### src/rtl/keccak_padder_mr.sv
// Multi-rate Keccak input padder: packs 64-bit words into SHA3 rate blocks with pad10*1.
// Define KECCAK_PADDER_XOF_EN to add the xof input (SHAKE128/256 rates, 0x1F domain byte).
module keccak_padder_mr (
   input  logic          clk,
   input  logic          reset,
   input  logic [63:0]   in,
   input  logic          in_ready,
   input  logic          is_last,
   input  logic [2:0]    byte_num,
   input  logic [1:0]    mode,
`ifdef KECCAK_PADDER_XOF_EN
   input  logic          xof,
`endif
   output logic          buffer_full,
   output logic [1343:0] out,
   output logic          out_ready,
   output logic          out_last,
   input  logic          f_ack
);
   localparam logic [7:0] DSEP = 8'h06;
`ifdef KECCAK_PADDER_XOF_EN
   localparam logic [7:0] XOF_DSEP = 8'h1F;
   localparam int MAX_WORDS = 21;
`else
   localparam int MAX_WORDS = 18;
`endif
   localparam int OUT_WORDS = 21;

   typedef enum logic {FILL, FULL} state_t;
   state_t state_q, state_d;

   logic [63:0] blk   [MAX_WORDS];
   logic [63:0] blk_d [MAX_WORDS];
   logic [4:0]  cnt, cnt_inc, rate_q, rate_sel, rate_eff;
   logic [7:0]  dsep_eff;
   logic [63:0] keep_mask, last_word;
   logic        accept, block_done;

   // Rate (in words) selected by mode; only used when a block starts at cnt=0
   always_comb begin
      rate_sel = 5'd9;
      case (mode)
         2'd0:    rate_sel = 5'd18;
         2'd1:    rate_sel = 5'd17;
         2'd2:    rate_sel = 5'd13;
         default: rate_sel = 5'd9;
      endcase
`ifdef KECCAK_PADDER_XOF_EN
      if (xof && mode == 2'd0) rate_sel = 5'd21;
`endif
   end

`ifdef KECCAK_PADDER_XOF_EN
   logic [7:0] dsep_q;
   always_ff @(posedge clk) begin
      if (reset)                              dsep_q <= DSEP;
      else if (accept && cnt == 5'd0)         dsep_q <= xof ? XOF_DSEP : DSEP;
   end
   assign dsep_eff = (cnt == 5'd0) ? (xof ? XOF_DSEP : DSEP) : dsep_q;
`else
   assign dsep_eff = DSEP;
`endif

   assign rate_eff   = (cnt == 5'd0) ? rate_sel : rate_q;
   assign accept     = in_ready && (state_q == FILL);
   assign cnt_inc    = cnt + 5'd1;
   assign block_done = accept && (is_last || cnt_inc == rate_eff);

   // Final word keeps byte_num leading bytes, then the domain byte, then zeros
   assign keep_mask = ~(64'hFFFF_FFFF_FFFF_FFFF >> {byte_num, 3'b000});
   assign last_word = (in & keep_mask) | ({56'd0, dsep_eff} << (6'd56 - {byte_num, 3'b000}));

   always_ff @(posedge clk) begin
      if (reset) state_q <= FILL;
      else       state_q <= state_d;
   end

   always_comb begin
      state_d = state_q;
      case (state_q)
         FILL:    if (block_done) state_d = FULL;
         FULL:    if (f_ack)      state_d = FILL;
         default: state_d = FILL;
      endcase
   end

   // Next block contents: store the word, zero the tail and set the closing 0x80 on a last word
   always_comb begin
      for (int i = 0; i < MAX_WORDS; i++) begin
         blk_d[i] = blk[i];
         if (accept) begin
            if (5'(i) == cnt)                blk_d[i] = is_last ? last_word : in;
            else if (is_last && 5'(i) > cnt) blk_d[i] = '0;
            if (is_last && 5'(i) == rate_eff - 5'd1)
               blk_d[i][7:0] = blk_d[i][7:0] | 8'h80;
         end else if (state_q == FULL && f_ack) begin
            blk_d[i] = '0;
         end
      end
   end

   always_ff @(posedge clk) begin
      if (reset) begin
         for (int i = 0; i < MAX_WORDS; i++) blk[i] <= '0;
      end else begin
         blk <= blk_d;
      end
   end

   always_ff @(posedge clk) begin
      if (reset) begin
         cnt      <= '0;
         rate_q   <= 5'd9;
         out_last <= 1'b0;
      end else if (accept) begin
         if (cnt == 5'd0) rate_q <= rate_sel;
         cnt <= block_done ? 5'd0 : cnt_inc;
         if (block_done) out_last <= is_last;
      end else if (state_q == FULL && f_ack) begin
         out_last <= 1'b0;
      end
   end

   assign buffer_full = (state_q == FULL);
   assign out_ready   = buffer_full;

   for (genvar g = 0; g < OUT_WORDS; g++) begin : g_out
      if (g < MAX_WORDS) begin : g_word
         assign out[1343-64*g -: 64] = blk[g];
      end else begin : g_zero
         assign out[1343-64*g -: 64] = '0;
      end
   end
endmodule
### config.mk
export PLATFORM = sky130hd
export DESIGN_NAME = keccak_padder_mr
export DESIGN_NICKNAME = d
export VERILOG_FILES = /design/src/rtl/keccak_padder_mr.sv
export SDC_FILE = /design/constraint.sdc
export NUM_CORES = 2
export LEC_CHECK = 0
export ABC_AREA = 1
export BUFFER_PORTS_ARGS = -buffer_cell sky130_fd_sc_hd__buf_2
export CORE_AREA = 2 2 559 561
export DETAILED_ROUTE_END_ITERATION = 7
export DIE_AREA = 0 0 561 563
export GPL_TIMING_DRIVEN = 0
export PLACE_DENSITY = 0.37
export SYNTH_ARGS = -nofsm -noshare
export SYNTH_HDL_FRONTEND = slang
export SYNTH_SLANG_ARGS = --single-unit
### constraint.sdc
create_clock -name clk -period 2.15 [get_ports clk]
set_clock_uncertainty 0.2 [all_clocks]
set_input_delay 0.1075 -clock clk [delete_from_list [all_inputs] [get_ports clk]]
set_output_delay 0.1075 -clock clk [all_outputs]
set_load 0.005 [all_outputs]
# Word level (Yosys, flattened, before mapping)
# Cells that the tools add are included.
# Widths: inputs -> output; s select.
[totals] reg_bits=1164 inputBits=74 elab_cells=323
[op_classes] addsub=3 n_lt_le_gt_ge=18 eq_ne=74 shifts=2 n_mux=83 bitwise_logic=4 n_reduce_logical=81
[ops] operator="$mux 64" n=56
[ops] operator="$mux 8" n=18
[ops] operator="$eq 4x5->1 const A" n=16
[ops] operator="$reduce_and 2->1" n=37
[ops] operator="$ne 4x1->1 const B" n=18
[ops] operator="$and 64x64->64" n=1
[ops] operator="$not 64->64" n=1
[ops] operator="$or 64x64->64" n=1
[ops] operator="$shl 3x6->64 const A" n=1
[ops] operator="$shr 64x6->64 const A" n=1
[ops] operator="$ne 3x1->1 const B" n=18
[ops] operator="$eq 3x5->1 const A" n=8
[ops] operator="$gt 4x5->1 const A" n=8
[ops] operator="$logic_and 1x1->1" n=39
[ops] operator="$eq 2x5->1 const A" n=4
[ops] operator="$eq 5x5->1 const A" n=4
[ops] operator="$gt 3x5->1 const A" n=4
[ops] operator="$pmux 5 s3" n=1
[ops] operator="$eq 1x5->1 const A" n=2
[ops] operator="$gt 1x5->1 const A" n=2
[ops] operator="$gt 2x5->1 const A" n=2
[ops] operator="$gt 5x5->1 const A" n=2
[ops] operator="$logic_not 5->1" n=2
[ops] operator="$mux 5" n=2
[ops] operator="13 further kinds" n=17

# Longest topological paths before layout
[logic_depth] depth_word=8 mapped_depth=16 mapped_depth_nobuf=15

# Least setup slack after synthesis
# No wires, ideal clock.
[synth_timing] kind="register to register" from="reg cnt[0]" to="reg blk (netlist bit out[903])" arrival_ns=1.964 required_time_ns=1.818 setup_slack_ns=-0.146 stages_incl_launch_ff=17 synth_period_minus_slack_ns=2.296 cell_sequence="dfxtp_1 inv_1 buf_2 ha_1 inv_1 nor2_2 nand2_2 nand2_1 nand2_1 inv_2 nand2_1 nand2_1 nand3_1 nor2_1 nand2_1 nand3_1 a21oi_1"
[synth_via] elab_chain_cells=7 elab_cells_between_ends=13 cone_classes="add/sub (1); order compare (1); eq/ne (3); mux (4); reduce/logical (4)"
[synth_lines] item="from (decl)" line="34" rtl="logic [4:0] cnt, cnt_inc, rate_q, rate_sel, rate_eff;"
[synth_lines] item="from (signal assigned)" line="117" rtl="cnt <= block_done ? 5'd0 : cnt_inc;"
[synth_lines] item="$logic_not 5->1" line="64" rtl="assign rate_eff = (cnt == 5'd0) ? rate_sel : rate_q;"
[synth_lines] item="$mux 5"
[synth_lines] item="$sub 5x1->5" line="94" rtl="if (is_last && 5'(i) == rate_eff - 5'd1)"
[synth_lines] item="$eq 3x5->1" line="94"
[synth_lines] item="$logic_and 1x1->1" line="94"
[synth_lines] item="$ne 4x1->1 (no line) / $mux 8 (equally long branches)"
[synth_lines] item="$reduce_and 2->1 (no line) / $mux 64 (equally long branches)"
[synth_lines] item="to (signal assigned)" line="106" rtl="blk <= blk_d;"
[synth_lines] item="to (decl)" line="32" rtl="logic [63:0] blk [MAX_WORDS];"
# Parallel ways exist; a longest one is shown, timed or not.
# A chain may end at the register's enable or synchronous reset.

# Worst setup path after layout
[layout_timing] from="reg cnt[1]" to="reg cnt[2]"
[layout_via] elab_chain_cells=6 elab_cells_between_ends=7 cone_classes="add/sub (1); eq/ne (1); mux (2); reduce/logical (3)"
[layout_lines] item="parallel branches: the longest is 5 deep, another holds $add 5x1->5"
[layout_lines] item="$mux 5 *" line="117"
# Mark *: on every way between the ends.

==> flow_summary_export.csv <==
group,metric,value,unit
status,status,"finished with violations",
status,failed_checks,"hold timing, setup timing",
floorplan,dieArea,315800,sq um
synth,ys_seq_area_frac,0.5351,
route,routed_via_density,4.266,
timing,setup-tns-final,-55.68,ns
floorplan,initial_core_util,0.1403,
route,vias,50510,
worst_setup_path,crit_type,"flop to flop",
timing,slew_headroom,0.01504,
floorplan,rows,205,
pwr,power_density,821.6,nW/um^2
timing,layout_setup_ws,-0.2941,ns
floorplan,core_area,310400,sq um
route,detail_route.wl_per_cell,36.83,microns
cells_and_area,final_nets,7628,
route,first_pass_iters,6,
grt,antenna_found_initial,93,
synth,synth-main-ff-cell,"dfxtp_1",
route,drtIter0Drc,4563,
worst_hold_path,min_from,"byte_num[0]",
synth,synthesis.area,43550,sq um
synth,synth_top_area_share,0.5351,
place,gp_congestion,0.8776,
worst_setup_path,worstPathCellList,"buf_8 > inv_8 > ha_4 > inv_4 > nor2_4 > buf_6 > nand3_4 > o21ai_4 > nand2_2 > a21oi_4 > nand3_4 > nand3_2 > a21oi_1",
route,post-route-drc-count,0,
clock_tree,cts_sinks,1164,
timing,period_share,1.137,
synth,synth_edf_count,0,
worst_setup_path,crit_path_end_kind,"flop",
synth,netlist_instances,5549,
worst_setup_path,required,2.60,ns
timing,tightest_slew,1.477,ns
synth,synth_top_area_cell,"dfxtp_1",
grt,grt_pass1_vias,46930,
floorplan,num_io_pins,1421,
clock_tree,clk_latency,0.85,ns
worst_setup_path,ff2ff_path_depth,13,
synth,synth-seq-cells,1164,
cells_and_area,syn_to_final_growth,65.90,%
synth,syn_avg_cell_area,7.847,sq um
synth,yosysMostFrequentCell,"nand2_1",
worst_hold_path,hold_path.class,"input port to flop",
job,cap_violations,0,
timing,hold-worst-slack,-0.08331,ns
place,dp_hpwl,326.1,mm
worst_setup_path,cp.arrival,2.90,ns
synth,yosys_warnings,0,
pwr,p_leak,0.03015,uW
worst_setup_path,crit_top_cell,"nand3_4",
synth,ys_top_cells_by_area,"dfxtp_1, nand2_1, a21oi_1, buf_4, nor2_1",
place,portBuffers,1226,
grt,grt_first_pass_wirelength,528.1,mm
worst_setup_path,r2r-start,"cnt[1]",
route,drtAntennaViolNets,0,
worst_setup_path,start_kind,"flop",
timing,hold_violations,6,
clock_tree,numCtsBuffers,156,
timing,setup_viol,694,
worst_setup_path,cp_slowest_cell,"dfxtp_4",
timing,rsz0062_at_grt,"yes",
pwr,ir_worst_vdd,0.0005145,V
grt,grt.total_usage,0.2601,
worst_setup_path,max_stage_delay,0.35,ns
timing,slew_violations,0,
worst_setup_path,cp_max_fo,7,
grt,overflow,0,
worst_hold_path,hold_depth,7,
floorplan,die_w,561,microns
grt,grt_max_degree,13,
synth,ys_top_cells_by_count,"nand2_1, dfxtp_1, a21oi_1, nor2_1, clkbuf_1",
clock_tree,cts_tree,"yes",
route,routed_wl,436.1,mm
cells_and_area,post-route-util,0.2328,
clock_tree,clkTransAtPathRegs,0.06,ns
cells_and_area,drive_above_1_share,0.3783,
clock_tree,clock_path_buffers,4,
synth,synth.distinct_cells,40,
floorplan,die_h,563,microns
synth,async_flop_share,0,
worst_setup_path,crit_start,"cnt[1]",
clock_tree,cts_root_buffer,"clkbuf_16",
clock_tree,cts-htree-levels,4,
timing,fmax,409.1,MHz
timing,fin_crit,2.444,ns
==> path summary, 6_finish.rpt <==
| check | to | slack (ns) |
|---|---|---|
| hold reg to reg | out[793] | 0.25 |
| setup reg to reg | cnt[2] | -0.29 |
| setup / recovery | cnt[2] | -0.29 |
| hold / removal | out[874] | -0.08 |
==> registers in the layout, indices dropped and copies added, names as in the netlist <==
register,flops
out,1152
cnt,5
rate_q,5
buffer_full,1
out_last,1
==> routing by layer <==
metal | vias up | GRT usage | wire length [microns]
li1 | 21850 | - | -
met4 | 0 | 0.1238 | 26300
met1 | 24980 | 0.3273 | 179800
met3 | 720 | 0.06487 | 38760
met5 | - | 0 | 0
met2 | 2964 | 0.4145 | 191300
==> critical path, delay by kind of cell, from the launching register on <==
family | cells | cell delay (ns)
and+or+nand+nor | 5 | 0.76
DFF | 1 | 0.35
AOI/OAI and AO/OA | 3 | 0.39
buffers and inverters | 4 | 0.38
adders and majority gates | 1 | 0.16
==> final cells by class <==
type | instances | area, sq um
Clock inverter | 57 | 782.0
Timing Repair Buffer | 1659 | 12030
Tap cell | 4140 | 5180
Clock buffer | 219 | 4472
Inverter | 136 | 744.5
Antenna cell | 32 | 80.08
Fill cell | 34370 | 238100
Sequential cell | 1164 | 23320
Timing Repair inverter | 2 | 27.53
Buffer | 618 | 5968
Multi-Input combinational cell | 3814 | 19640
==> metrics by stage <==
stage	cell area (sq um)	total power, uW	std cells	worst slack, ns	hold WS (ns)
floorplan	44290	24740	5740	0.0003253	0.09214
global placement	55600	29260	11110	-4.477	0.2106
global route	72180	60910	11820	-0.3695	-0.1115
detailed placement	56750	29590	11150	-2.026	0.2115
CTS	69400	59160	11740	-0.2279	-0.3890
finish	72240	59360	11840	-0.2941	-0.08331
==> repair_timing <==
action,CTS,global route
buffers inserted,204,51
hold buffers,97,5
setup endpoints to repair,1164,1147
cloned,22,21
gates resized for setup,1012,526
pin swaps,137,144
hold endpoints to repair,711,40
==> cell families (layout without fill, tap and decap cells) <==
| group | count (synthesis) | after routing | share of synthesized area |
|---|---|---|---|
| and+or+nand+nor | 2387 | 2389 | 0.2173 |
| AOI/OAI and AO/OA | 1227 | 1227 | 0.1553 |
| DFF | 1164 | 1164 | 0.5351 |
| buffers and inverters | 764 | 2691 | 0.09071 |
| adders and majority gates | 3 | 3 | 0.0008621 |
| xor gates and xnor gates | 3 | 3 | 0.0006035 |
| other | 1 | 224 | 0.00008612 |
==> placed cells by master, fill, tap and decap left out, types with 82 or more instances in the layout <==
cell and instances:
nand2_1 1681, buf_2 1249, dfxtp_1 1158, a21oi_1 862, buf_4 377, nor2_1 243
clkbuf_16 197, conb_1 192, buf_12 145, clkbuf_1 130, nand3_1 124, a22oi_1 111
a21oi_2 111, dlygate4sd3_1 99, nand2_2 82
==> report_power, final <==
part           leakage (uW)  switching [uW]  internal [uW]
clock network       0.00255           11600          16000
registers           0.00939             128          21800
logic                0.0182            6890           2970
total                0.0301           18700          40700
No activity file was read; power rests on OpenSTA's default activity.
